File: src/rtl/lsu_issue_arbiter.sv
// ---------------------------------------------------------------------------
// lsu_issue_arbiter
//
// Purpose:
//   Collects up to two memory micro-ops per cycle from the two issue lanes
//   (lane 0 older than lane 1) into a small in-order queue, and presents the
//   queue head to the single LSU request port. Issue is held whenever the
//   queue could not absorb a full dual-issue bundle. A one-entry writeback
//   stage follows each dispatched load and emits its destination register
//   one cycle later.
//
// Ports:
//   i_clk, i_rst          clock, synchronous active-high reset
//   i_flush               drop every queued op and the pending writeback
//   i_laneN_*             lane N op: valid, operator, base, immediate,
//                         store data, load destination
//   o_issue_stall         issue stage must hold both lanes
//   o_lsu_valid/_*        queue head presented to the LSU
//   i_lsu_ready           LSU accepts the head this cycle
//   o_wb_valid/_rd_addr   load result available at the LSU this cycle
//   o_count               queue occupancy
// ---------------------------------------------------------------------------
package lsu_issue_arbiter_pkg;

  typedef enum logic [3:0] {
    ADD  = 4'd0,
    SUB  = 4'd1,
    SLL  = 4'd2,
    SLT  = 4'd3,
    SLTU = 4'd4,
    SRL  = 4'd5,
    SRA  = 4'd6,
    LB   = 4'd7,
    LH   = 4'd8,
    LW   = 4'd9,
    LBU  = 4'd10,
    LHU  = 4'd11,
    SB   = 4'd12,
    SH   = 4'd13,
    SW   = 4'd14
  } operator_e;

  function automatic logic is_load_op(operator_e op);
    return (op == LB) || (op == LH) || (op == LW) || (op == LBU) || (op == LHU);
  endfunction

  function automatic logic is_mem_op(operator_e op);
    return is_load_op(op) || (op == SB) || (op == SH) || (op == SW);
  endfunction

endpackage

module lsu_issue_arbiter
  import lsu_issue_arbiter_pkg::*;
#(
  parameter int DEPTH      = 4,
  parameter int LSU_ADDR_W = 32
) (
  input  logic                    i_clk,
  input  logic                    i_rst,
  input  logic                    i_flush,
  input  logic                    i_lane0_valid,
  input  operator_e               i_lane0_instr,
  input  logic [LSU_ADDR_W-1:0]   i_lane0_op_a,
  input  logic [LSU_ADDR_W-1:0]   i_lane0_op_b,
  input  logic [31:0]             i_lane0_wdata,
  input  logic [4:0]              i_lane0_rd_addr,
  input  logic                    i_lane1_valid,
  input  operator_e               i_lane1_instr,
  input  logic [LSU_ADDR_W-1:0]   i_lane1_op_a,
  input  logic [LSU_ADDR_W-1:0]   i_lane1_op_b,
  input  logic [31:0]             i_lane1_wdata,
  input  logic [4:0]              i_lane1_rd_addr,
  output logic                    o_issue_stall,
  output logic                    o_lsu_valid,
  input  logic                    i_lsu_ready,
  output operator_e               o_lsu_instr,
  output logic [LSU_ADDR_W-1:0]   o_lsu_op_a,
  output logic [LSU_ADDR_W-1:0]   o_lsu_op_b,
  output logic [31:0]             o_lsu_wdata,
  output logic [4:0]              o_lsu_rd_addr,
  output logic                    o_wb_valid,
  output logic [4:0]              o_wb_rd_addr,
  output logic [$clog2(DEPTH):0]  o_count
);

  localparam int PW = $clog2(DEPTH);
  localparam int CW = PW + 1;

  typedef struct packed {
    operator_e             instr;
    logic [LSU_ADDR_W-1:0] op_a;
    logic [LSU_ADDR_W-1:0] op_b;
    logic [31:0]           wdata;
    logic [4:0]            rd_addr;
  } entry_t;

  entry_t          mem_q [DEPTH];
  entry_t          mem_d [DEPTH];
  logic [PW-1:0]   rd_ptr_q, rd_ptr_d;
  logic [PW-1:0]   wr_ptr_q, wr_ptr_d;
  logic [CW-1:0]   count_q, count_d;
  logic            wb_valid_q, wb_valid_d;
  logic [4:0]      wb_rd_q, wb_rd_d;

  logic            enq0, enq1, deq;
  entry_t          head, lane0_e, lane1_e;

  // Issue-side qualification and LSU-side presentation. The stall depends
  // only on the registered count so the issue stage sees a clean timing path.
  // Head fields are zeroed while empty so stale entries never leak out.
  always_comb begin
    lane0_e       = '{instr: i_lane0_instr, op_a: i_lane0_op_a, op_b: i_lane0_op_b,
                      wdata: i_lane0_wdata, rd_addr: i_lane0_rd_addr};
    lane1_e       = '{instr: i_lane1_instr, op_a: i_lane1_op_a, op_b: i_lane1_op_b,
                      wdata: i_lane1_wdata, rd_addr: i_lane1_rd_addr};
    head          = mem_q[rd_ptr_q];
    o_issue_stall = count_q > CW'(DEPTH - 2);
    enq0          = i_lane0_valid && is_mem_op(i_lane0_instr) && !o_issue_stall && !i_flush;
    enq1          = i_lane1_valid && is_mem_op(i_lane1_instr) && !o_issue_stall && !i_flush;
    o_lsu_valid   = (count_q != '0) && !i_flush;
    deq           = o_lsu_valid && i_lsu_ready;

    o_lsu_instr   = ADD;
    o_lsu_op_a    = '0;
    o_lsu_op_b    = '0;
    o_lsu_wdata   = '0;
    o_lsu_rd_addr = '0;
    if (count_q != '0) begin
      o_lsu_instr   = head.instr;
      o_lsu_op_a    = head.op_a;
      o_lsu_op_b    = head.op_b;
      o_lsu_wdata   = head.wdata;
      o_lsu_rd_addr = head.rd_addr;
    end

    o_wb_valid    = wb_valid_q;
    o_wb_rd_addr  = wb_rd_q;
    o_count       = count_q;
  end

  // Next-state for queue storage, pointers, occupancy and writeback stage.
  // Lane 1 lands directly behind lane 0 when both enqueue, otherwise it takes
  // the first free slot. A flush rewinds the pointers; the writeback stage
  // clears on its own because no dispatch can happen in a flush cycle.
  always_comb begin
    mem_d    = mem_q;
    wr_ptr_d = wr_ptr_q;
    rd_ptr_d = rd_ptr_q;
    count_d  = count_q;

    if (enq0) begin
      mem_d[wr_ptr_q] = lane0_e;
    end
    if (enq1) begin
      mem_d[enq0 ? wr_ptr_q + PW'(1) : wr_ptr_q] = lane1_e;
    end

    wr_ptr_d = wr_ptr_q + PW'(enq0) + PW'(enq1);
    rd_ptr_d = rd_ptr_q + PW'(deq);
    count_d  = count_q + CW'(enq0) + CW'(enq1) - CW'(deq);

    wb_valid_d = deq && is_load_op(head.instr) && (head.rd_addr != 5'd0);
    wb_rd_d    = wb_valid_d ? head.rd_addr : 5'd0;

    if (i_flush) begin
      wr_ptr_d = '0;
      rd_ptr_d = '0;
      count_d  = '0;
    end
  end

  // Control state with synchronous reset.
  always_ff @(posedge i_clk) begin
    if (i_rst) begin
      rd_ptr_q   <= '0;
      wr_ptr_q   <= '0;
      count_q    <= '0;
      wb_valid_q <= 1'b0;
      wb_rd_q    <= 5'd0;
    end else begin
      rd_ptr_q   <= rd_ptr_d;
      wr_ptr_q   <= wr_ptr_d;
      count_q    <= count_d;
      wb_valid_q <= wb_valid_d;
      wb_rd_q    <= wb_rd_d;
    end
  end

  // Queue payload storage; contents are only meaningful below count_q.
  always_ff @(posedge i_clk) begin
    mem_q <= mem_d;
  end

  // The stall rule must keep the occupancy within the storage.
  always_ff @(posedge i_clk) begin
    if (!i_rst) begin
      assert (count_q <= CW'(DEPTH));
    end
  end

endmodule

File: config.mk
export PLATFORM = sky130hd
export DESIGN_NAME = lsu_issue_arbiter
export DESIGN_NICKNAME = d
export VERILOG_FILES = /design/src/rtl/lsu_issue_arbiter.sv
export SDC_FILE = /design/constraint.sdc
export NUM_CORES = 1
export LEC_CHECK = 0
export ABC_AREA = 1
export BUFFER_PORTS_ARGS = -buffer_cell sky130_fd_sc_hd__clkbuf_2
export CORE_ASPECT_RATIO = 0.7
export CORE_MARGIN = 2
export CORE_UTILIZATION = 30
export DETAILED_ROUTE_END_ITERATION = 10
export PLACE_DENSITY_LB_ADDON = 0.15
export SLEW_MARGIN = 30
export SYNTH_ARGS = -nofsm -noshare
export SYNTH_HDL_FRONTEND = slang
export SYNTH_SLANG_ARGS = --single-unit
File: constraint.sdc
create_clock -name i_clk -period 2.9 [get_ports i_clk]
set_clock_uncertainty 0.1 [all_clocks]
set_input_delay 0.145 -clock i_clk [delete_from_list [all_inputs] [get_ports i_clk]]
set_output_delay 0.145 -clock i_clk [all_outputs]
set_load 0.005 [all_outputs]
---- Yosys cells after proc, flatten, opt, wreduce, memory -nomap -nowiden ----
Index checks and enable logic that the tools add are counted.
W data, S select, Z words.
storage, ports and cells
  bits in registers ....................... 433
  input bits .............................. 216
  output and inout bits ................... 116
  logic and storage cells ................. 116
cells by class
  $add $sub $neg .......................... 7
  order comparisons ....................... 6
  equal/unequal tests ..................... 21
  multiplexer cells ....................... 17
  bitwise gates (word level) .............. 4
  reduce and logical (&&, ||, !) cells .... 36
operators with widths
  operator               number
  $bwmux W420            2
  $mux W420              2
  $demux W105 S2         2
  $mux W105              4
  $bmux W105 S2          1
  $mux W32               3
  $eq A4 B4 Y1 const B   18
  $logic_or A1 B1 Y1     18
  $eq A4 B3 Y1 const B   3
  $logic_and A1 B1 Y1    12
  $ge A3 B3 Y1 const B   3
  $not A2 Y3             3
  $add A2 B1 Y2          3
  $add A3 B1 Y3          2
  $lt A3 B1 Y1 const B   2
  $mux W5                1
  $reduce_bool A5 Y1     1
  $mux W4                1
  $reduce_or A2 Y1       2
  $gt A3 B2 Y1 const B   1
  $reduce_bool A3 Y1     1
  $sub A3 B1 Y3          1
  $add A2 B1 Y2 const B  1
  $logic_not A1 Y1       2
  other kinds (2)        2

---- Logic depth before layout (Yosys ltp) ----
  depth in word-level cells ............... 19
  mapped depth ............................ 14
  mapped depth without buffers ............ 12

---- Least setup slack after synthesis ----
Ideal clock, no wire load.
  path type ............................... register to register
  start point ............................. register count_q[1], in the netlist o_count[1]
  end point ............................... register count_q[1], in the netlist o_count[1]
  setup time .............................. 121 ps
  arrival ................................. 2434 ps
  required time ........................... 2679 ps
  setup slack ............................. 245 ps
  stages on the path, launching flop included .. 15
  path buffers ............................ 2
  period minus slack after synthesis ...... 2655 ps
  path through ............................ dfxtp_1 -> inv_1 -> ha_1 -> inv_1 -> nand2_1 -> nand3_1 -> nor2_1 -> buf_4 -> buf_1 -> inv_1 -> fa_1 -> inv_1 -> fa_1 -> inv_1 -> nor2_1
on the way
  word-level cells in the longest chain between the ends .. 7
  elaborated cells between the ends (all ways) .. 12
  classes of those cells .................. add/sub: 3; order compare: 1; reduce/logical: 8
RTL lines
  item                              line      text
  start: declaration                102       logic [CW-1:0] count_q, count_d;
  start signal: assignment          184       count_q <= count_d;
  $gt A3 B2 Y1                      118       o_issue_stall = count_q > CW'(DEPTH - 2);
  $logic_not A1 Y1                  119, 120
  $logic_and A1 B1 Y1 (2 in a row)  119       enq0 = i_lane0_valid && is_mem_op(i_lane0_instr) && !o_issue_stall && !i_flush;
  $add A3 B1 Y3 (2 in a row)        161       count_d = count_q + CW'(enq0) + CW'(enq1) - CW'(deq);
  $sub A3 B1 Y3 *                   161
Every way passes the cells marked *; elsewhere a longest branch is shown, timed or not.
A chain may end at the register's enable or synchronous reset.

==> flow_summary.json <==
{
  "rr_worst_depth": 10,
  "async_flop_share_pct": 0,
  "synth_largest_area_cell": "dfxtp_1",
  "p_sw_mw": 6.16,
  "power_mw": 19.3,
  "power_frac_comb_pct": 24.4,
  "final_area_um2": 31000,
  "synth_flop_cell": "dfxtp_1",
  "routed_via_density": 5.07,
  "cts_tree": "built",
  "slew_violations": 0,
  "layout_setup_ws_ns": 0.108,
  "grt_antenna_before_repair": 3,
  "post-route-util_pct": 39.2,
  "drtIter0Drc": 2290,
  "synth_top_area_share_pct": 36.1,
  "htreeDepth": 2,
  "synth_cell_types": 28,
  "ioPinCount": 332,
  "clk_latency_ns": 0.61,
  "power_frac_seq_pct": 41.1,
  "required_ns": 3.30,
  "p_int_mw": 13.1,
  "fmax_ghz": 0.358,
  "hold_violations": 0,
  "dp_cells": 4950,
  "critPathLaunchType": "flop",
  "vdd_drop_max_v": 0.000305,
  "setup_viol": 0,
  "root_buffer": "clkbuf_16",
  "place.gp.congestion": 0.777,
  "status": "complete, no violations",
  "clockPowerShare_pct": 34.4,
  "post_drt_wl_per_cell_um": 20.0,
  "numCtsBuffers": 51,
  "areaGrowthSynthToFinish_pct": 29.0,
  "core_area_um2": 79000,
  "ys_ff_latch": 433,
  "power_density_nw_per_um2": 622,
  "drive_gt1_share_pct": 13.0,
  "clockBufferDepth": 3,
  "max_slew.worst_pin.slew_ns": 0.848,
  "drcViolationCount": 0,
  "synthesis.area_um2": 24000,
  "first_pass_iters": 6,
  "nets": 4423,
  "overflow": 0,
  "worstSetupPathType": "flop to flop",
  "die_area_um2": 82400,
  "rows": 86,
  "grt_first_pass_wirelength_mm": 151,
  "cp_max_fo": 32,
  "initial_core_util_pct": 30.4,
  "dpl_cell_area_um2": 26500,
  "maxCapViolCount": 0,
  "dp_slack_ns": 0.351,
  "syn_nets": 4060,
  "post-route-period-util_pct": 96.3,
  "syn-instance-count": 3834,
  "port_buffers": 331,
  "hold_path_class": "primary input to flop",
  "routed_wl_mm": 106,
  "die_y_um": 241,
  "path_clk_slew_ns": 0.06,
  "yosys_warnings": 0,
  "synth_area_leaders": "dfxtp_1, nand2_1, o21ai_0",
  "dp_hpwl_mm": 56.3,
  "hold_slack_ns": 0.0435,
  "power_leakage_nw": 14.2,
  "cp-end-kind": "flop",
  "grt_max_degree": 211,
  "layout.cells.non_filler": 5293,
  "grt_pass1_vias": 24900,
  "mostFrequentLayoutCells": "nand2_1, o21ai_0, dfxtp_1, nand4_1, nor2_1",
  "layout_commonest_cell": "nand2_1",
  "hold_path_depth": 6,
  "syn_area_per_cell_um2": 6.26,
  "ant_nets": 0,
  "final.setup.tns_ns": 0,
  "cts_num_sinks": 433,
  "switching_share_pct": 32.0,
  "grt_usage_pct": 23.4,
  "worstPathArrival_ns": 3.20,
  "num_vias": 26800,
  "die_x_um": 342,
  "relSlewSlack_pct": 43.4,
  "yosysSeqAreaShare_pct": 36.1,
  "period_needed_ns": 2.79,
  "synth-edff-count": 0
}
-- worst paths after layout --
path | endpoint | startpoint | slack, ns
min | wr_ptr_q[0]$_SDFF_PP0_ | i_lane1_valid | 0.04
max | mem_q[333]$_DFF_P_ | wr_ptr_q[0]$_SDFF_PP0_ | 0.11
max reg2reg | mem_q[333]$_DFF_P_ | wr_ptr_q[0]$_SDFF_PP0_ | 0.11
min reg2reg | mem_q[93]$_DFF_P_ | mem_q[93]$_DFF_P_ | 0.45
-- cells by family after synthesis --
| logic type | share of synthesized area [%] |
|---|---|
| simple gates | 38.8 |
| compound gates | 15.0 |
| buf+inv | 9.30 |
| flops | 36.1 |
| fa+ha+maj | 0.615 |
| xor+xnor | 0.146 |
-- final cells by class --
| type | count | area (µm²) |
|---|---|---|
| Antenna cell | 2 | 5.00 |
| Clock buffer | 75 | 1530 |
| Clock inverter | 16 | 143 |
| Fill cell | 8526 | 48000 |
| Inverter | 129 | 502 |
| Multi-Input combinational cell | 2918 | 13300 |
| Sequential cell | 433 | 8680 |
| Tap cell | 1056 | 1320 |
| Timing Repair Buffer | 664 | 5510 |
-- cells in the mapped netlist, types with 16 or more instances --
cell type / number
nand2_1: 1321
nand4_1: 421
buf_2: 197
clkbuf_1: 116
a21oi_1: 97
nor2_1: 414
buf_6: 16
dfxtp_1: 433
o21ai_1: 17
o21ai_0: 597
inv_1: 125
nand3_1: 20
-- timing repair --
action,4_1_cts,5_1_grt
gates resized for setup,0,23
endpoints found under the setup margin,0,22
endpoints found under the hold margin,433,0
buffers inserted,0,13
hold buffers,226,0
-- registers in the layout, indices dropped and copies added, names as in the netlist --
register      count
wr_ptr_q          2
o_wb_rd_addr      5
o_count           3
o_wb_valid        1
rd_ptr_q          2
mem_q           420
-- power groups by stage --
| stage | Combinational (mW) | Clock [mW] | Sequential [mW] |
|---|---|---|---|
| 2_1_floorplan | 3.09 | 0 | 7.90 |
| 3_3_place_gp | 4.26 | 0 | 8.02 |
| 3_5_place_dp | 4.26 | 0 | 8.03 |
| 4_1_cts | 4.59 | 6.78 | 7.91 |
| 5_1_grt | 5.47 | 6.98 | 8.07 |
| 6_report | 4.71 | 6.64 | 7.92 |
-- per-layer routing --
metal / GRT usage (%) / vias to the layer above / part of all wire (%)
li1: - / 13500 / -
met1: 33.6 / 12400 / 48
met2: 37.5 / 861 / 44
met3: 2.85 / 104 / 6.2
met4: 4.74 / 2 / 1.5
met5: 0 / - / 0.012
-- worst max-delay path, cell delays in order (launching register included) --
cell and delay (ns):
dfxtp_1 0.49, inv_1 0.22, ha_1 0.35, inv_1 0.06, nand3_1 0.12, nand2_4 0.21
nand3_4 0.16, buf_16 0.21, nand2_1 0.10, nand2_1 0.05, dlygate4sd3_1 0.55
Power figures use the tool's default switching activity.
